**src/rtl/mips_defs.sv**
```systemverilog
// Shared MIPS pipeline definitions: fetch window defaults, NOP encoding, IF/ID payload.
package mips_defs;

  localparam int unsigned XLEN            = 32;
  localparam logic [31:0] DEF_RESET_PC    = 32'h0000_3000;
  localparam int unsigned DEF_IMEM_WORDS  = 1024;
  localparam logic [31:0] NOP_INSTR       = 32'h0000_0000;

  typedef enum logic [1:0] {
    SRC_SEQ   = 2'd0,
    SRC_REDIR = 2'd1,
    SRC_HOLD  = 2'd2,
    SRC_FLUSH = 2'd3
  } npc_src_e;

  typedef struct packed {
    logic [XLEN-1:0] instr;
    logic [XLEN-1:0] pc;
    logic            valid;
    logic            fault;
  } ifid_t;

endpackage

```
**src/rtl/npc_sel.sv**
```systemverilog
// Next-PC priority mux: flush over stall over redirect over sequential.
module npc_sel
  import mips_defs::*;
(
  input  logic            flush,
  input  logic            stall,
  input  logic            redirect,
  input  logic [XLEN-1:0] pc,
  input  logic [XLEN-1:0] redirect_pc,
  input  logic [XLEN-1:0] flush_pc,
  output logic [XLEN-1:0] npc,
  output npc_src_e        src
);

  always_comb begin
    src = SRC_SEQ;
    npc = pc + 32'd4;
    if (flush) begin
      src = SRC_FLUSH;
      npc = flush_pc;
    end else if (stall) begin
      // redirect stays pending in ID until the stall releases
      src = SRC_HOLD;
      npc = pc;
    end else if (redirect) begin
      src = SRC_REDIR;
      npc = redirect_pc;
    end
  end

endmodule

```
**src/rtl/ifu_fetch.sv**
```systemverilog
// Instruction-fetch stage: PC register, fetch-window check and IF/ID pipeline register.
module ifu_fetch
  import mips_defs::*;
#(
  parameter logic [31:0] RESET_PC   = DEF_RESET_PC,
  parameter int unsigned IMEM_WORDS = DEF_IMEM_WORDS
) (
  input  logic        clk,
  input  logic        reset,
  input  logic        stall,
  input  logic        redirect,
  input  logic [31:0] redirect_pc,
  input  logic        flush,
  input  logic [31:0] flush_pc,
  output logic [31:0] imem_pc,
  input  logic [31:0] imem_instr,
  output logic [31:0] id_instr,
  output logic [31:0] id_pc,
  output logic [31:0] id_pc8,
  output logic        id_valid,
  output logic        id_fault
);

  // Window bounds carried in 33 bits so the upper limit never wraps.
  localparam logic [32:0] WIN_LO = 33'(RESET_PC);
  localparam logic [32:0] WIN_HI = 33'(RESET_PC) + (33'(IMEM_WORDS) << 2);

  logic [XLEN-1:0] pc;
  logic [XLEN-1:0] npc;
  npc_src_e        src;
  ifid_t           ifid;
  logic            fetch_ok;
  logic [XLEN-1:0] fetch_word;

  npc_sel u_npc_sel (
    .flush       (flush),
    .stall       (stall),
    .redirect    (redirect),
    .pc          (pc),
    .redirect_pc (redirect_pc),
    .flush_pc    (flush_pc),
    .npc         (npc),
    .src         (src)
  );

  always_comb begin
    fetch_ok   = (pc[1:0] == 2'b00) && ({1'b0, pc} >= WIN_LO) && ({1'b0, pc} < WIN_HI);
    fetch_word = fetch_ok ? imem_instr : NOP_INSTR;
  end

  always_ff @(posedge clk or posedge reset) begin
    if (reset) begin
      pc   <= RESET_PC;
      ifid <= '{instr: NOP_INSTR, pc: RESET_PC, valid: 1'b0, fault: 1'b0};
    end else begin
      pc <= npc;
      unique case (src)
        SRC_FLUSH: begin
          ifid.instr <= NOP_INSTR;
          ifid.valid <= 1'b0;
          ifid.fault <= 1'b0;
        end
        SRC_HOLD: ifid <= ifid;
        // redirect keeps the delay-slot word, same as a sequential fetch
        default: ifid <= '{instr: fetch_word, pc: pc, valid: 1'b1, fault: ~fetch_ok};
      endcase
    end
  end

  assign imem_pc  = pc;
  assign id_instr = ifid.instr;
  assign id_pc    = ifid.pc;
  assign id_pc8   = ifid.pc + 32'd8;
  assign id_valid = ifid.valid;
  assign id_fault = ifid.fault;

endmodule

```
**config.mk**
```make
export PLATFORM = sky130hd
export DESIGN_NAME = ifu_fetch
export DESIGN_NICKNAME = d
export VERILOG_FILES = /design/src/rtl/mips_defs.sv /design/src/rtl/npc_sel.sv /design/src/rtl/ifu_fetch.sv
export SDC_FILE = /design/constraint.sdc
export NUM_CORES = 1
export LEC_CHECK = 0
export ABC_AREA = 1
export CAP_MARGIN = 20
export CORE_UTILIZATION = 49
export CTS_CLUSTER_DIAMETER = 60
export DETAILED_ROUTE_END_ITERATION = 16
export PLACE_DENSITY_LB_ADDON = 0.2
export SLEW_MARGIN = 20
export SYNTH_ARGS = -nofsm -noshare
export SYNTH_HDL_FRONTEND = slang
export SYNTH_HIERARCHICAL = 1
export SYNTH_SLANG_ARGS = --single-unit
```
**constraint.sdc**
```tcl
create_clock -name clk -period 5.83 [get_ports clk]
set_input_delay 0.8745 -clock clk [delete_from_list [all_inputs] [get_ports clk]]
set_output_delay 0.8745 -clock clk [all_outputs]
set_load 0.02 [all_outputs]
```
==> results of run 1 <==
## power groups by stage
stage / Clock (mW) / Combinational (mW) / Sequential (mW)
after floorplan: 0 / 0.271 / 0.895
after global placement: 0 / 0.632 / 0.857
after detailed placement: 0 / 0.641 / 0.857
after CTS: 0.588 / 0.644 / 0.844
after global routing: 0.620 / 0.695 / 0.859
final: 0.580 / 0.644 / 0.848
## metal layers
| layer | GRT usage | vias up |
|---|---|---|
| met1 | 0.422 | 3206 |
| met4 | 0.135 | 0 |
| met5 | 0 | - |
| met2 | 0.504 | 357 |
| li1 | - | 3425 |
| met3 | 0.0356 | 46 |
## layout make-up
cell class,instances,area share
clock buffer,9,0.0250
clock inverter,7,0.00765
tap,172,0.0239
sequential,98,0.273
timing repair buffer,238,0.263
multi-input combinational,722,0.369
inverter,90,0.0379
## path summary, 6_finish.rpt
check / end / depth (start not counted)
worst min register to register: id_valid / 2
max in group asynchronous: id_pc[18] / 3
worst max-delay path: id_pc8[29] / 8
worst min-delay path: id_valid / 2
min in group asynchronous: id_instr[28] / 2
worst max register to register: imem_pc[18] / 10
## registers in the layout, summed over array words and instances (netlist names)
signal and count:
id_instr 32, imem_pc 32, id_valid 1, id_pc 32
id_fault 1
## metrics by stage
| stage | hold WS [ps] | cell area, µm² | setup WS, ps |
|---|---|---|---|
| 2_1_floorplan | 515 | 6360 | 2400 |
| 3_3_place_gp | 461 | 8700 | 2280 |
| 3_5_place_dp | 461 | 8700 | 2240 |
| 4_1_cts | 480 | 8990 | 2510 |
| 5_1_grt | 501 | 8990 | 2350 |
| 6_report | 475 | 8990 | 2520 |
## worst register-to-register path: stages (launching register included)
cell and delay [ps]:
sky130_fd_sc_hd__dfrtp_1 500, sky130_fd_sc_hd__ha_1 250, sky130_fd_sc_hd__nand2_2 90, sky130_fd_sc_hd__nor2_4 210, sky130_fd_sc_hd__nand2_4 100, sky130_fd_sc_hd__nor2_4 170
sky130_fd_sc_hd__nand2_1 100, sky130_fd_sc_hd__nand2_1 110, sky130_fd_sc_hd__o211ai_1 90, sky130_fd_sc_hd__nand3_1 90, sky130_fd_sc_hd__nand2_1 70
## kinds of logic after synthesis
| family | share of synthesized area |
|---|---|
| AND/OR/NAND/NOR | 0.407 |
| adder cells (fa/ha/maj) | 0.00394 |
| AO/OA/AOI/OAI | 0.0892 |
| flip-flops | 0.387 |
| XOR/XNOR | 0.0220 |
| buffers and inverters | 0.0913 |
## synthesized netlist by cell type (all sizes together), types with 4 or more instances
master / count / area share
nand3b: 5 / 0.0059
nor2: 167 / 0.11
o211ai: 6 / 0.0071
o21ai: 31 / 0.024
xnor2: 6 / 0.0083
a221oi: 6 / 0.0083
buf: 27 / 0.024
nor3: 4 / 0.0031
clkbuf: 13 / 0.012
a31oi: 6 / 0.0059
dfrtp: 94 / 0.37
a21oi: 38 / 0.033
dfstp: 4 / 0.017
inv: 90 / 0.053
xor2: 10 / 0.014
nand2: 354 / 0.21
nand4: 34 / 0.033
nand3: 42 / 0.034
==> impl_table.tex, run 1 <==
\begin{tabular}{lr}
\hline
Metric & Value \\
\hline
\multicolumn{2}{l}{\textbf{Finish}} \\
\quad Final design utilization & 0.712 \\
\quad Sequential cell area & 0.00246 mm² \\
\quad \# nets final & 1262 \\
\quad Area added between synthesis and finish & 41.4\% \\
\quad Area of combinational cells with multiple inputs & 0.00332 mm² \\
\quad Top library cells by usage in the layout, fill and taps aside & 347 x sky130\_fd\_sc\_hd\_\_nand2\_1, 230 x sky130\_fd\_sc\_hd\_\_clkdlybuf4s50\_1, 144 x sky130\_fd\_sc\_hd\_\_nor2\_1 \\
\quad Antenna cells & 0 \\
\quad Most frequent standard cell in the layout excluding fill and tap cells & sky130\_fd\_sc\_hd\_\_nand2\_1 \\
\quad Filler Cell Count & 1103 \\
\quad Layout cell share with drive strength beyond 1 & 0.0610 \\
\quad Number of standard cells in the layout, taps in and fillers out & 1336 \\
\multicolumn{2}{l}{\textbf{Floorplanning}} \\
\quad Floorplan die width & 116 µm \\
\quad Core box area & 0.0126 mm² \\
\quad Num ports & 231 \\
\quad Die outline area & 0.0134 mm² \\
\quad Starting Density & 0.504 \\
\quad Vertical die dimension & 116 µm \\
\quad FP Rows & 41 \\
\multicolumn{2}{l}{\textbf{Setup path}} \\
\quad Element type at the critical path end & output pin \\
\quad Data required, critical path & 4960 ps \\
\quad Flop2flop setup slack & 3960 ps \\
\quad Worst r2r src & imem\_pc[3] \\
\quad Critical Path Source Type & flip-flop \\
\quad Most frequent cell on the critical path & sky130\_fd\_sc\_hd\_\_nand2\_1 \\
\quad Arrival time of data at the critical path endpoint & 2440 ps \\
\quad Launch point of the worst path & id\_pc[4] \\
\quad Critical Path Fanout Max & 5 \\
\quad Sequence of cells on the critical path & ha\_1 -> nand2\_1 -> nor2\_1 -> nand2\_1 -> nor2\_1 -> nand3\_1 -> nand2\_1 -> clkdlybuf4s50\_1 \\
\quad CP delay by family, top & simple AND/OR/NAND/NOR gates \\
\quad Cell at the slowest stage of the critical path & sky130\_fd\_sc\_hd\_\_clkdlybuf4s50\_1 \\
\quad Buffers \& Inverters on Critical Path & 1 \\
\quad Critical path class & flip-flop to output pin \\
\quad Largest stage delay, worst path & 600 ps \\
\multicolumn{2}{l}{\textbf{CTS}} \\
\quad Library cell used as clock root buffer & sky130\_fd\_sc\_hd\_\_clkbuf\_16 \\
\quad Deepest clock path buffer count & 2 \\
\quad H-Tree Depth & 3 \\
\quad Clock tree sinks & 98 \\
\quad Clock network latency to the later pin of the worst-skew pair & 350 ps \\
\quad Count of instances resized after the clock tree is built & 0 \\
\quad Clock tree from TritonCTS & built \\
\quad Count of buffers added by post-CTS timing repair for setup & 0 \\
\quad Hold-fix buffer count after cts & 0 \\
\quad Clock transition at path regs & 80 ps \\
\quad CTS Buf Count & 9 \\
\multicolumn{2}{l}{\textbf{Pwr}} \\
\quad Static leakage & 4.19 nW \\
\quad Highest ir drop seen on vdd & 0.129 mV \\
\quad Logic gate share of total power & 0.311 \\
\quad Net switching share of the total power & 0.354 \\
\quad Net switching power of the design & 732 µW \\
\quad Sequential power share & 0.409 \\
\quad Power Internal & 1.34 mW \\
\quad Overall power consumption & 2.07 mW \\
\quad Power share of the clock group & 0.280 \\
\quad Power per standard cell area & 230 mW/mm² \\
\multicolumn{2}{l}{\textbf{STA}} \\
\quad Post-layout minimum cycle time & 3310 ps \\
\quad Part of the cycle the worst path needs & 0.568 \\
\quad Slew at the pin closest to its max-slew limit & 1100 ps \\
\quad Remaining max-slew budget at the tightest pin & 0.266 \\
\quad Setup TNS after final layout & 0 ps \\
\quad Pins over their slew limit & 0 \\
\quad RSZ-0062 raised after global routing & false \\
\quad Final Skew & 11.1 ps \\
\quad Setup violators final & 0 \\
\quad Final hold vios & 0 \\
\quad FMAX & 302 MHz \\
\multicolumn{2}{l}{\textbf{Synthesis}} \\
\quad Fraction of registers with async set or reset after synthesis & 1.00 \\
\quad Post-synthesis register bit count & 98 \\
\quad Count of flip-flops with a built-in enable after synthesis & 0 \\
\quad Cell variety after synth & 40 \\
\quad Synthesized cell area & 0.00636 mm² \\
\quad Syn Nets & 1054 \\
\quad Main synth FF type & sky130\_fd\_sc\_hd\_\_dfrtp\_1 \\
\quad Total of warnings raised by yosys & 6 \\
\quad Synthesized instance count & 951 \\
\quad Mean instance size in the synthesized netlist & 6.68 µm² \\
\quad Part of the Yosys area used for sequential elements & 0.387 \\
\multicolumn{2}{l}{\textbf{Run status}} \\
\quad Run status & finished clean \\
\multicolumn{2}{l}{\textbf{Drt}} \\
\quad Number of design rule violations left after detail routing & 0 \\
\quad Number of routed nets with antenna violations & 0 \\
\quad Routed via count divided by cell count & 5.26 \\
\quad Routed length on met1 & 8.79 mm \\
\quad Via count of the routed design & 7034 \\
\quad Router iterations before antenna repair & 8 \\
\quad Per-cell routed wire length & 15.2 µm \\
\quad 1st-iter DRT viols & 581 \\
\quad Final routed wirelength across all metal layers & 20.4 mm \\
\quad Highest routed layer & met4 \\
\quad Detail Route met2 WL & 9.57 mm \\
\quad Length of routed met3 wiring & 1.36 mm \\
\multicolumn{2}{l}{\textbf{Global route}} \\
\quad Largest net degree at the start of global routing & 59 \\
\quad Total grt overflow & 0 \\
\quad Number of global-route vias before repair & 6567 \\
\quad Number of antenna violations at the first check in global routing & 0 \\
\quad GRT Resource Usage Total & 0.311 \\
\quad First-pass GRT wire length & 32.5 mm \\
\multicolumn{2}{l}{\textbf{Min path}} \\
\quad Class of the most critical hold timing path & flip-flop to flip-flop \\
\quad Start point of the worst min-delay path & id\_valid \\
\multicolumn{2}{l}{\textbf{Placement}} \\
\quad IO Port Bufs & 230 \\
\quad Hpwl dp & 15.0 mm \\
\quad Instance count after placement with tap cells included & 1320 \\
\quad Routability Congestion & 0.956 \\
\multicolumn{2}{l}{\textbf{Run}} \\
\quad Maxcap violations & 0 \\
\hline
\end{tabular}
(Power assumes the default switching activity.)
==> run 2: changes to the inputs <==
CORE_UTILIZATION = 41   (was 49)
clock period = 2.7 ns   (was 5.83 ns; I/O delays follow)
==> run 2 against run 1 <==
Effect of this change:
- via count down 0.63%
- clock power rose by 130%
- global-route usage down 3.5 points
- non-clock buffer count increased by 8
- first-iteration DRC count is 18% lower
- clock-buffer cell count up 1
- final cell count rose by 1.9%
- highest routed layer unchanged
- setup slack got worse by 2400 ps
- combinational power up 120%
- sequential share of layout area shrank 0.51 points
- die area grew 19%
- routed wire length grew 5.0%
==> impl_table.tex, run 2 (synthesized netlist as in run 1, its figures left out) <==
\begin{tabular}{lr}
\hline
Metric & Value \\
\hline
\multicolumn{2}{l}{\textbf{Setup path}} \\
\quad Most frequent cell on the critical path & sky130\_fd\_sc\_hd\_\_nand2\_1 \\
\quad Critical path class & flip-flop to output pin \\
\quad Launch point of the worst path & id\_pc[13] \\
\quad Cell at the slowest stage of the critical path & sky130\_fd\_sc\_hd\_\_clkdlybuf4s50\_1 \\
\quad CP delay by family, top & simple AND/OR/NAND/NOR gates \\
\quad RR Endpoint & imem\_pc[26] \\
\quad Critical Path Fanout Max & 5 \\
\quad Worst r2r src & imem\_pc[3] \\
\quad Data required, critical path & 2300 ps \\
\quad Register-to-Register Path Depth & 8 \\
\quad End point of the critical path & id\_pc8[24] \\
\quad Critical Path Source Type & flip-flop \\
\quad Buffers \& Inverters on Critical Path & 1 \\
\quad Arrival time of data at the critical path endpoint & 2140 ps \\
\quad Sequence of cells on the critical path & nand2\_1 -> nor2\_1 -> nand2\_1 -> nor2\_1 -> nand3\_1 -> nand2\_1 -> clkdlybuf4s50\_1 \\
\quad Number of cells on the critical path & 7 \\
\quad Largest stage delay, worst path & 600 ps \\
\quad Element type at the critical path end & output pin \\
\quad Flop2flop setup slack & 870 ps \\
\multicolumn{2}{l}{\textbf{Finish}} \\
\quad Final design utilization & 0.605 \\
\quad Filler Cell Count & 1432 \\
\quad \# nets final & 1270 \\
\quad Top library cells by usage in the layout, fill and taps aside & 347 x sky130\_fd\_sc\_hd\_\_nand2\_1, 211 x sky130\_fd\_sc\_hd\_\_clkdlybuf4s50\_1, 144 x sky130\_fd\_sc\_hd\_\_nor2\_1 \\
\quad Post-layout instance area & 0.00917 mm² \\
\quad Sequential cell area & 0.00246 mm² \\
\quad Area added between synthesis and finish & 44.2\% \\
\quad Area of combinational cells with multiple inputs & 0.00332 mm² \\
\quad Most frequent standard cell in the layout excluding fill and tap cells & sky130\_fd\_sc\_hd\_\_nand2\_1 \\
\quad Layout cell share with drive strength beyond 1 & 0.0683 \\
\multicolumn{2}{l}{\textbf{Run status}} \\
\quad Run status & finished clean \\
\multicolumn{2}{l}{\textbf{STA}} \\
\quad RSZ-0062 raised after global routing & false \\
\quad Post-layout minimum cycle time & 2550 ps \\
\quad Part of the cycle the worst path needs & 0.944 \\
\quad Pins over their slew limit & 0 \\
\quad Setup TNS after final layout & 0 ps \\
\quad Setup violators final & 0 \\
\quad Slew at the pin closest to its max-slew limit & 546 ps \\
\quad Remaining max-slew budget at the tightest pin & 0.636 \\
\quad Final hold vios & 0 \\
\quad FMAX & 392 MHz \\
\quad Final Skew & 8.60 ps \\
\multicolumn{2}{l}{\textbf{Floorplanning}} \\
\quad Die outline area & 0.0160 mm² \\
\quad Vertical die dimension & 127 µm \\
\quad Core box area & 0.0151 mm² \\
\quad Starting Density & 0.420 \\
\quad Num ports & 231 \\
\quad FP Rows & 45 \\
\quad Floorplan die width & 127 µm \\
\multicolumn{2}{l}{\textbf{CTS}} \\
\quad Clock transition at path regs & 80 ps \\
\quad Clock network latency to the later pin of the worst-skew pair & 360 ps \\
\quad Clock tree sinks & 98 \\
\quad H-Tree Depth & 3 \\
\quad Clock tree from TritonCTS & built \\
\quad Deepest clock path buffer count & 2 \\
\quad Library cell used as clock root buffer & sky130\_fd\_sc\_hd\_\_clkbuf\_16 \\
\quad CTS Buf Count & 9 \\
\multicolumn{2}{l}{\textbf{Global route}} \\
\quad Total grt overflow & 0 \\
\quad Largest net degree at the start of global routing & 61 \\
\quad GRT Resource Usage Total & 0.276 \\
\quad First-pass GRT wire length & 34.6 mm \\
\quad Number of global-route vias before repair & 6598 \\
\quad Number of antenna violations at the first check in global routing & 1 \\
\multicolumn{2}{l}{\textbf{Drt}} \\
\quad Per-cell routed wire length & 15.7 µm \\
\quad Number of routed nets with antenna violations & 0 \\
\quad Routed via count divided by cell count & 5.14 \\
\quad Number of design rule violations left after detail routing & 0 \\
\quad Router iterations before antenna repair & 6 \\
\quad Via count of the routed design & 6990 \\
\quad 1st-iter DRT viols & 477 \\
\quad Final routed wirelength across all metal layers & 21.4 mm \\
\multicolumn{2}{l}{\textbf{Placement}} \\
\quad Placed instance area & 0.00882 mm² \\
\quad Hpwl dp & 15.9 mm \\
\quad IO Port Bufs & 230 \\
\quad Routability Congestion & 0.939 \\
\multicolumn{2}{l}{\textbf{Min path}} \\
\quad Class of the most critical hold timing path & input port to asynchronous set/reset pin \\
\multicolumn{2}{l}{\textbf{Pwr}} \\
\quad Highest ir drop seen on vdd & 0.328 mV \\
\quad Power per standard cell area & 501 mW/mm² \\
\quad Static leakage & 4.44 nW \\
\quad Overall power consumption & 4.59 mW \\
\multicolumn{2}{l}{\textbf{Run}} \\
\quad Maxcap violations & 0 \\
\hline
\end{tabular}
==> run 2: changes by cell type in the layout (fill, tap and decap cells not counted), moves of 2 or more <==
| cell | before | now |
|---|---|---|
| sky130_fd_sc_hd__buf_12 | 0 | 3 |
| sky130_fd_sc_hd__dlygate4sd2_1 | 0 | 3 |
| sky130_fd_sc_hd__clkinv_4 | 3 | 1 |
| sky130_fd_sc_hd__buf_4 | 8 | 13 |
| sky130_fd_sc_hd__dlymetal6s2s_1 | 0 | 16 |
| sky130_fd_sc_hd__clkdlybuf4s50_1 | 230 | 211 |
==> run 2: area by class of cell <==
type / instances / share of cell area
tap: 188 / 0.0257
multi-input combinational: 722 / 0.362
sequential: 98 / 0.268
clock inverter: 6 / 0.00765
inverter: 90 / 0.0373
antenna: 1 / 0.000273
timing repair buffer: 246 / 0.272
clock buffer: 10 / 0.0261
==> run 2: worst min-delay path: stages <==
cell and delay (ps):
sky130_fd_sc_hd__clkdlybuf4s50_1 440, sky130_fd_sc_hd__clkinvlp_4 100, sky130_fd_sc_hd__buf_12 290
==> run 2: through the flow <==
step                cells  setup slack, ps  hold WS (ps)
floorplan             951              742           515
global placement     1344              411           457
detailed placement   1344              335           460
CTS                  1360             20.1           478
global route         1361             13.1           497
finish               1361              150           472
==> run 2: how the worst min path moves through the flow <==
stage / slack [ps] / start / depth (start not counted) / to
floorplan: 520 / id_pc[12] / 2 / id_pc[12]
detailed placement: 460 / id_valid / 2 / id_valid
global route: 500 / id_valid / 2 / id_valid
global placement: 460 / id_valid / 2 / id_valid
finish: 470 / reset / 3 / id_instr[31]
CTS: 480 / id_valid / 2 / id_valid
==> run 2: per-layer routing <==
layer | track usage | part of all wire | up-vias
li1 | - | - | 3441
met3 | 0.0405 | 0.067 | 33
met1 | 0.376 | 0.44 | 3213
met4 | 0.101 | 0.022 | 0
met2 | 0.447 | 0.47 | 303
met5 | 0 | 0 | -
==> run 2: repair_timing <==
action | in CTS | in global routing
endpoints found under the setup margin | 3 | 17
resized for setup | 3 | 17
setup buffers | 0 | 0
hold buffers | 0 | 0
pin swaps | 0 | 0
==> run 2: power breakdown <==
part / switching [mW] / internal (mW)
registers: 0.238 / 1.60
logic: 0.751 / 0.646
clock network: 0.607 / 0.755
total: 1.60 / 3.00
==> run 3: changes to the inputs <==
SKIP_CTS_REPAIR_TIMING = 1   (was not set)
==> run 3 against run 2 <==
Effect of this change:
- clock-buffer cell count did not move
- via count fell by 0.14%
- sequential share of layout area barely moved
- power rose by 0.13%
- final cell count did not move
- sequential power barely moved
- setup slack got worse by 65 ps
- register-to-register slack barely moved
- clock power barely moved
- non-clock buffer count did not move
- die area did not move
- critical path type unchanged
- largest cell class unchanged
==> impl_table.tex, run 3 (synthesized netlist as in run 1, its figures left out) <==
\begin{tabular}{lr}
\hline
Metric & Value \\
\hline
\multicolumn{2}{l}{\textbf{Finish}} \\
\quad Area added between synthesis and finish & 44.3\% \\
\quad Filler Cell Count & 1428 \\
\quad Final design utilization & 0.606 \\
\quad \# nets final & 1270 \\
\quad Layout cell share with drive strength beyond 1 & 0.0691 \\
\quad Top library cells by usage in the layout, fill and taps aside & 347 x sky130\_fd\_sc\_hd\_\_nand2\_1, 213 x sky130\_fd\_sc\_hd\_\_clkdlybuf4s50\_1, 144 x sky130\_fd\_sc\_hd\_\_nor2\_1 \\
\quad Most frequent standard cell in the layout excluding fill and tap cells & sky130\_fd\_sc\_hd\_\_nand2\_1 \\
\multicolumn{2}{l}{\textbf{Global route}} \\
\quad Largest net degree at the start of global routing & 61 \\
\quad Number of antenna violations at the first check in global routing & 1 \\
\quad Number of global-route vias before repair & 6598 \\
\quad First-pass GRT wire length & 34.6 mm \\
\quad Total grt overflow & 0 \\
\quad GRT Resource Usage Total & 0.276 \\
\multicolumn{2}{l}{\textbf{Run status}} \\
\quad Run status & finished clean \\
\multicolumn{2}{l}{\textbf{Placement}} \\
\quad Hpwl dp & 15.9 mm \\
\quad Routability Congestion & 0.939 \\
\quad IO Port Bufs & 230 \\
\multicolumn{2}{l}{\textbf{Run}} \\
\quad Maxcap violations & 0 \\
\multicolumn{2}{l}{\textbf{Setup path}} \\
\quad Critical path class & flip-flop to output pin \\
\quad Sequence of cells on the critical path & ha\_2 -> nand2\_1 -> nor2\_1 -> nand3b\_1 -> xnor2\_1 -> clkdlybuf4s50\_1 \\
\quad Data required, critical path & 2300 ps \\
\quad Critical Path Source Type & flip-flop \\
\quad Largest stage delay, worst path & 620 ps \\
\quad Cell at the slowest stage of the critical path & sky130\_fd\_sc\_hd\_\_clkdlybuf4s50\_1 \\
\quad Register-to-Register Path Depth & 8 \\
\quad Arrival time of data at the critical path endpoint & 2210 ps \\
\quad Critical Path Fanout Max & 5 \\
\quad Element type at the critical path end & output pin \\
\multicolumn{2}{l}{\textbf{CTS}} \\
\quad Clock network latency to the later pin of the worst-skew pair & 360 ps \\
\quad Clock transition at path regs & 80 ps \\
\quad Deepest clock path buffer count & 2 \\
\quad H-Tree Depth & 3 \\
\quad CTS Buf Count & 9 \\
\quad Clock tree from TritonCTS & built \\
\quad Library cell used as clock root buffer & sky130\_fd\_sc\_hd\_\_clkbuf\_16 \\
\quad Clock tree sinks & 98 \\
\multicolumn{2}{l}{\textbf{STA}} \\
\quad Remaining max-slew budget at the tightest pin & 0.635 \\
\quad Post-layout minimum cycle time & 2610 ps \\
\quad Pins over their slew limit & 0 \\
\quad FMAX & 382 MHz \\
\quad Final hold vios & 0 \\
\quad Setup violators final & 0 \\
\quad Slew at the pin closest to its max-slew limit & 547 ps \\
\quad Final Skew & 8.16 ps \\
\quad RSZ-0062 raised after global routing & false \\
\quad Min Hold Slack & 472 ps \\
\quad Part of the cycle the worst path needs & 0.968 \\
\multicolumn{2}{l}{\textbf{Floorplanning}} \\
\quad Die outline area & 0.0160 mm² \\
\quad Starting Density & 0.420 \\
\quad Floorplan die width & 127 µm \\
\quad FP Rows & 45 \\
\quad Num ports & 231 \\
\quad Vertical die dimension & 127 µm \\
\quad Core box area & 0.0151 mm² \\
\multicolumn{2}{l}{\textbf{Pwr}} \\
\quad Overall power consumption & 4.60 mW \\
\quad Static leakage & 4.44 nW \\
\quad Power per standard cell area & 501 mW/mm² \\
\quad Highest ir drop seen on vdd & 0.329 mV \\
\multicolumn{2}{l}{\textbf{Drt}} \\
\quad Number of routed nets with antenna violations & 0 \\
\quad Per-cell routed wire length & 15.8 µm \\
\quad Final routed wirelength across all metal layers & 21.5 mm \\
\quad Routed via count divided by cell count & 5.13 \\
\quad Router iterations before antenna repair & 5 \\
\quad 1st-iter DRT viols & 454 \\
\quad Via count of the routed design & 6980 \\
\quad Number of design rule violations left after detail routing & 0 \\
\multicolumn{2}{l}{\textbf{Min path}} \\
\quad Class of the most critical hold timing path & input port to asynchronous set/reset pin \\
\hline
\end{tabular}
run 3: cell types whose count changed in the layout (fill, tap and decap cells not counted), sizes merged:
cell / previous run / this run
dlygate4sd2: 3 / 0
clkdlybuf4s50: 211 / 213
dlymetal6s2s: 16 / 17
run 3: worst paths after layout:
kind	from	end	slack, ps
min reg2reg	id_valid	id_valid	470
max in group asynchronous	reset	id_pc[5]	1730
min in group clk	id_valid	id_valid	470
min	reset	id_instr[31]	470
max reg2reg	imem_pc[3]	imem_pc[26]	860
max	id_pc[4]	id_pc8[13]	90
run 3: layer usage:
| layer | part of all wire | vias to the layer above | track usage |
|---|---|---|---|
| li1 | - | 3439 | - |
| met4 | 0.022 | 0 | 0.101 |
| met2 | 0.46 | 273 | 0.447 |
| met3 | 0.065 | 34 | 0.0405 |
| met5 | 0 | - | 0 |
| met1 | 0.45 | 3234 | 0.376 |
run 3: through the flow:
step | setup TNS [ps] | cell area [µm²] | std cells | setup WS [ps]
2_1_floorplan | 0 | 6360 | 951 | 742
3_3_place_gp | 0 | 8820 | 1344 | 411
3_5_place_dp | 0 | 8820 | 1344 | 335
4_1_cts | -106 | 9130 | 1360 | -56.5
5_1_grt | 0 | 9170 | 1361 | 4.25
6_report | 0 | 9170 | 1361 | 85.1
run 3: final cells by class:
| cell class | instances | area [µm²] | area share |
|---|---|---|---|
| multi-input cells | 722 | 3320 | 0.362 |
| repair buffers | 246 | 2500 | 0.273 |
| flip-flops and latches | 98 | 2460 | 0.268 |
| inverters | 90 | 342 | 0.0372 |
| clock buffers | 10 | 239 | 0.0261 |
| well taps | 188 | 235 | 0.0256 |
| clock inverters | 6 | 70.1 | 0.00764 |
| diodes | 1 | 2.50 | 0.000273 |
run 3: power breakdown:
group          leakage [nW]  total (mW)  switching [mW]  internal [mW]
sequential             1.23        1.84           0.239           1.60
combinational          3.06        1.40           0.753          0.651
clock                 0.154        1.36           0.606          0.754
run 3: critical path, delay by kind of cell (launching register included):
family / cells / cell delay [ps]
flops: 1 / 420
fa+ha+maj: 1 / 240
buf+inv: 1 / 620
xor+xnor: 1 / 170
simple gates: 3 / 410
